===== config.mk =====
export PLATFORM = sky130hd
export DESIGN_NAME = doc_uart_loader
export DESIGN_NICKNAME = d
export VERILOG_FILES = /design/src/rtl/doc_uart_loader.sv
export SDC_FILE = /design/constraint.sdc
export NUM_CORES = 1
export LEC_CHECK = 0
export CAP_MARGIN = 20
export CORE_ASPECT_RATIO = 0.7
export CORE_MARGIN = 2
export CORE_UTILIZATION = 55
export CTS_BUF_LIST = sky130_fd_sc_hd__clkbuf_4 sky130_fd_sc_hd__clkbuf_8
export DETAILED_ROUTE_END_ITERATION = 8
export PLACE_DENSITY_LB_ADDON = 0.15
export SETUP_SLACK_MARGIN = 0.02
export SKIP_CTS_REPAIR_TIMING = 1
export SYNTH_ARGS = -nofsm -noshare
export SYNTH_HDL_FRONTEND = slang
export SYNTH_SLANG_ARGS = --single-unit

===== constraint.sdc =====
create_clock -name clk -period 2.4 [get_ports clk]
set_input_delay 0.36 -clock clk [delete_from_list [all_inputs] [get_ports clk]]
set_output_delay 0.36 -clock clk [all_outputs]
set_load 0.01 [all_outputs]

===== src/rtl/doc_uart_loader.sv =====
// doc_uart_loader: 8N1 UART receiver that writes printable text into the
// document RAM in reading order, sharing the write port via doc_we/doc_gnt.
module doc_uart_loader #(
    parameter int unsigned CLKS_PER_BIT = 10416,
    parameter int unsigned COLS         = 20,
    parameter int unsigned ROWS         = 15
) (
    input  logic       clk,
    input  logic       rst,
    input  logic       rx,
    input  logic       enable,
    input  logic       clear,
    output logic [8:0] doc_a,
    output logic [7:0] doc_d,
    output logic       doc_we,
    input  logic       doc_gnt,
    output logic       busy,
    output logic       full,
    output logic       overrun,
    output logic       frame_err,
    output logic [8:0] char_count
);

    localparam int unsigned CW = $clog2(CLKS_PER_BIT + 1);
    localparam logic [CW-1:0] HALF_M1 = CW'(CLKS_PER_BIT / 2 - 1);
    localparam logic [CW-1:0] FULL_M1 = CW'(CLKS_PER_BIT - 1);
    localparam logic [4:0] COL_LAST   = 5'(COLS - 1);
    localparam logic [3:0] ROW_LAST   = 4'(ROWS - 1);
    localparam logic [7:0] CH_LF      = 8'h0A;

    typedef enum logic [2:0] {
        ST_ARM,
        ST_IDLE,
        ST_START,
        ST_DATA,
        ST_STOP
    } rx_state_t;

    rx_state_t      state;
    logic [CW-1:0]  cnt;
    logic [2:0]     bit_idx;
    logic [7:0]     shreg;
    logic           rx_m;
    logic           rx_s;
    logic           rx_done;
    logic           hold_v;
    logic [7:0]     hold_b;
    logic [3:0]     row;
    logic [4:0]     col;

    // Bytes that may enter the holding register: printable ASCII or line feed.
    function automatic logic accept_byte(input logic [7:0] b);
        return (b == CH_LF) || ((b >= 8'h20) && (b <= 8'h7E));
    endfunction

    // Two-flop synchronizer for the asynchronous serial line (idles high).
    always_ff @(posedge clk) begin
        if (rst) begin
            rx_m <= 1'b1;
            rx_s <= 1'b1;
        end else begin
            rx_m <= rx;
            rx_s <= rx_m;
        end
    end

    // Receiver FSM: start-bit qualification, mid-bit sampling, stop-bit check.
    always_ff @(posedge clk) begin
        if (rst) begin
            state     <= ST_ARM;
            cnt       <= '0;
            bit_idx   <= '0;
            shreg     <= '0;
            rx_done   <= 1'b0;
            frame_err <= 1'b0;
        end else begin
            rx_done   <= 1'b0;
            frame_err <= 1'b0;
            case (state)
                ST_ARM: begin
                    cnt <= '0;
                    if (rx_s) state <= ST_IDLE;
                end
                ST_IDLE: begin
                    cnt <= '0;
                    if (!rx_s) state <= ST_START;
                end
                ST_START: begin
                    if (cnt == HALF_M1) begin
                        cnt     <= '0;
                        bit_idx <= '0;
                        state   <= rx_s ? ST_IDLE : ST_DATA;
                    end else begin
                        cnt <= cnt + CW'(1);
                    end
                end
                ST_DATA: begin
                    if (cnt == FULL_M1) begin
                        cnt     <= '0;
                        shreg   <= {rx_s, shreg[7:1]};
                        bit_idx <= bit_idx + 3'd1;
                        if (bit_idx == 3'd7) state <= ST_STOP;
                    end else begin
                        cnt <= cnt + CW'(1);
                    end
                end
                ST_STOP: begin
                    if (cnt == FULL_M1) begin
                        cnt <= '0;
                        if (rx_s) begin
                            rx_done <= 1'b1;
                            state   <= ST_IDLE;
                        end else begin
                            frame_err <= !clear;
                            state     <= ST_ARM;
                        end
                    end else begin
                        cnt <= cnt + CW'(1);
                    end
                end
                default: state <= ST_ARM;
            endcase
        end
    end

    // Holding register, cursor and document write handshake.
    always_ff @(posedge clk) begin
        if (rst) begin
            hold_v     <= 1'b0;
            hold_b     <= '0;
            row        <= '0;
            col        <= '0;
            doc_we     <= 1'b0;
            doc_a      <= '0;
            doc_d      <= '0;
            full       <= 1'b0;
            overrun    <= 1'b0;
            char_count <= '0;
        end else if (clear) begin
            hold_v     <= 1'b0;
            row        <= '0;
            col        <= '0;
            doc_we     <= 1'b0;
            full       <= 1'b0;
            overrun    <= 1'b0;
            char_count <= '0;
        end else begin
            if (doc_we && doc_gnt) begin
                doc_we <= 1'b0;
                hold_v <= 1'b0;
                if (char_count != 9'h1FF) char_count <= char_count + 9'd1;
                if (col == COL_LAST) begin
                    col <= '0;
                    if (row == ROW_LAST) full <= 1'b1;
                    else                 row  <= row + 4'd1;
                end else begin
                    col <= col + 5'd1;
                end
            end else if (hold_v && (hold_b == CH_LF)) begin
                hold_v <= 1'b0;
                col    <= '0;
                if (row == ROW_LAST) full <= 1'b1;
                else                 row  <= row + 4'd1;
            end else if (hold_v && !doc_we) begin
                doc_we <= 1'b1;
                doc_a  <= {row, col};
                doc_d  <= hold_b;
            end

            // A freshly received byte is only kept if the holding register is free.
            if (rx_done && enable && !full && accept_byte(shreg)) begin
                if (hold_v) begin
                    overrun <= 1'b1;
                end else begin
                    hold_v <= 1'b1;
                    hold_b <= shreg;
                end
            end
        end
    end

    // Busy flag: frame in progress or a character still waiting to be written.
    always_ff @(posedge clk) begin
        if (rst) busy <= 1'b0;
        else     busy <= (state != ST_IDLE) || hold_v;
    end

endmodule


==> summary.txt <==
Timing
  – Slew Limit Fails: 0
  – Final Hold Fails: 0
  – Worst Max-Slew Pin Slew: 901 ps
  – Max Fclk: 444 MHz
  – Fin crit period: 2250 ps
  – Setup TNS Final: 0 ps
  – Final setup fails: 0
  – RSZ-0062 raised after global routing: no
  – Relative slew slack: 39.7%
  – Setup WS post-layout: 150 ps
  – Clock Skew: 9.98 ps
  – Ratio of final minimum period to clock period: 93.7%

Final layout
  – Fill cells: 516
  – Area grow syn2layout: 21.4%
  – Ant diodes: 0
  – Ratio of cells with drive above 1 in the final layout: 8.56%
  – Fin nets: 453
  – Post-layout util: 68.6%

Clock tree
  – Clock Tree Root: clkbuf_8
  – CTS clk-pin slew, worst paths: 80 ps
  – H-Tree Depth: 3
  – CTS max path bufs: 2
  – Clock latency on the worst-skew pair: 350 ps
  – CTS tree: yes
  – Cts bufs inserted: 9
  – Clk sinks: 80

Setup path
  – CP peak stage delay: 560 ps
  – Delay-heaviest family, CP: simple AND/OR/NAND/NOR gates
  – Critical path's slowest cell: or4b_1
  – Worst Setup SP: cnt[7]
  – Crit path arrival time: 2500 ps
  – WP buf/inv: 1
  – Reg-to-Reg Start: cnt[7]
  – Crit path cell chain: or4b_1, or4_4, o2bb2ai_1, o21bai_2, buf_4, nor2_1
  – Worst EP required: 2650 ps
  – CP max FO: 12
  – CP endpoint kind: flip-flop
  – Worst setup SP type: flip-flop
  – Crit path kind: flip-flop to flip-flop

Drt
  – Drt first pass iters: 5
  – DRC: 0
  – Routed Antenna Nets: 0
  – Vias: 2904
  – Post-DR wirelength/cell: 14.4 um
  – Wirelength, routed: 7.50 mm
  – Drt first-iter violations: 189
  – Drt via density: 5.56

Logic synthesis
  – Post-synth ARST share: 0%
  – Seq cells post-synth: 80
  – Synthesized area: 3500 sq um
  – Syn_area_per_cell: 8.78 sq um
  – Synth unique cells: 52
  – EDFF count, synth: 0
  – Synth Instances: 398
  – Top FF cell, synth: dfxtp_1
  – Post-synthesis sequential area ratio: 45.8%
  – Syn nets: 412
  – Ys Warns: 0

Placed design
  – GPL Wtd Cong: 0.857
  – Pre-CTS WS: 167 ps
  – Buffers on Ports: 36
  – DP HPWL: 5.30 mm

Run
  – Max Cap Viol: 0

Worst hold path
  – Hold wc startpoint: rx_m
  – Worst Hold Class: flip-flop to flip-flop

Global route
  – Vias in the first global route: 2737
  – GRT Overall Usage: 23.1%
  – Largest net degree at the start of global routing: 38
  – Grt ovf: 0
  – Initial antenna violation count: 0
  – First-pass GRT wire length: 13.0 mm

Floorplan
  – Initial Utilization: 56.5%
  – Die outline width: 99.3 um
  – Row count: 24
  – Die Height: 70.7 um
  – Die ar.: 7020 sq um
  – Ports: 37
  – Area of the core: 6190 sq um

Pwr
  – Max VDD drop: 0.397 mV
  – Leakage power: 0.00158 uW
  – PD cells: 668 nW/um^2

Status
  – Status: finished clean
-- area by class of cell --
type	count	area [sq um]	share of cell area, %
clock buffer	11	151	3.57
clock inverter	5	86.3	2.03
inverter	8	30.0	0.708
multi-input combinational	294	1820	42.8
sequential	80	1600	37.7
tap	78	97.6	2.30
timing repair buffer	46	460	10.9
-- registers in the layout, indices dropped and copies added (netlist names), 3 cells and up --
name,flops
state,3
col,5
row,4
bit_idx,3
cnt,14
doc_d,8
doc_a,9
shreg,8
hold_b,8
char_count,9
-- synthesized netlist by cell type, types with 2 or more instances --
master     instances  area, sq um
dfxtp_1           80         1600
nand4_1            6         37.5
nand2_1           35          131
and3_1             4         25.0
nor3b_1            2         15.0
nor2b_1            3         18.8
or3_1              4         25.0
inv_1              8         30.0
nand2b_1           2         12.5
mux2i_1           22          220
nand3b_1           5         37.5
nand3_1           27          135
a21oi_1           32          160
and3b_1            3         26.3
nor4_1             3         18.8
o21ai_0            8         40.0
a21o_1             2         15.0
xor2_1             6         52.6
clkbuf_1          14         52.6
a31oi_1            3         18.8
nand4bb_1          2         22.5
ha_1               8          100
o21a_1             2         15.0
o2bb2ai_1          2         17.5
nor2_1            64          240
nor3_1            10         50.1
mux2_4             2         30.0
or2_2              2         12.5
xnor2_1           14          123
-- cell usage in the layout, fill, tap and decap left out, types with 3 or more instances in the layout --
cell type,n
a21oi_1,32
a31oi_1,3
and3_1,4
and3b_1,3
buf_4,8
clkbuf_8,11
clkdlybuf4s50_1,36
dfxtp_1,80
ha_1,8
inv_1,8
mux2i_1,22
nand2_1,35
nand3_1,27
nand3b_1,5
nand4_1,6
nor2_1,64
nor2b_1,3
nor3_1,10
nor4_1,3
o21ai_0,8
or3_1,4
xnor2_1,14
xor2_1,6
-- report_power, final --
group,internal [uW],switching (uW)
registers,1350,42.4
clock network,652,510
logic,111,163
-- logic make-up (layout without fill, tap and decap cells) --
logic type	count (synthesis)	after routing	share of synthesized area (%)
AND/OR/NAND/NOR	183	183	26.4
XOR/XNOR	20	20	5.01
AO/OA/AOI/OAI	59	59	10.1
adder cells (fa/ha/maj)	8	8	2.86
flip-flops	80	80	45.8
buffers and inverters	24	70	2.72
multiplexers	24	24	7.16
-- worst paths after layout --
check	slack, ps	to	cells past startpoint
setup / recovery	150	cnt[7]	6
hold / removal	420	rx_s	1
setup reg to reg	150	cnt[7]	6
hold reg to reg	420	rx_s	1
-- worst register-to-register path: stages (launching register included) --
cell and delay, ps:
dfxtp_1 370, or4b_1 560, or4_4 560, o2bb2ai_1 230
o21bai_2 150, buf_4 200, nor2_1 70
-- metrics by stage --
stage	instances	area, sq um	hold slack, ps	power [uW]
4_1_cts	522	4230	418	2850
3_3_place_gp	506	3990	394	1690
6_report	522	4240	418	2830
2_1_floorplan	398	3500	389	1620
5_1_grt	522	4240	429	2950
3_5_place_dp	506	3990	397	1700
-- layer usage --
metal / wire length, um / track usage [%] / vias up
met4: 174 / 9.59 / 0
met1: 3710 / 32.4 / 1361
met5: 0 / 0 / -
met3: 276 / 6.03 / 16
li1: - / - / 1474
met2: 3340 / 34.1 / 53
Power figures use the tool's default switching activity.
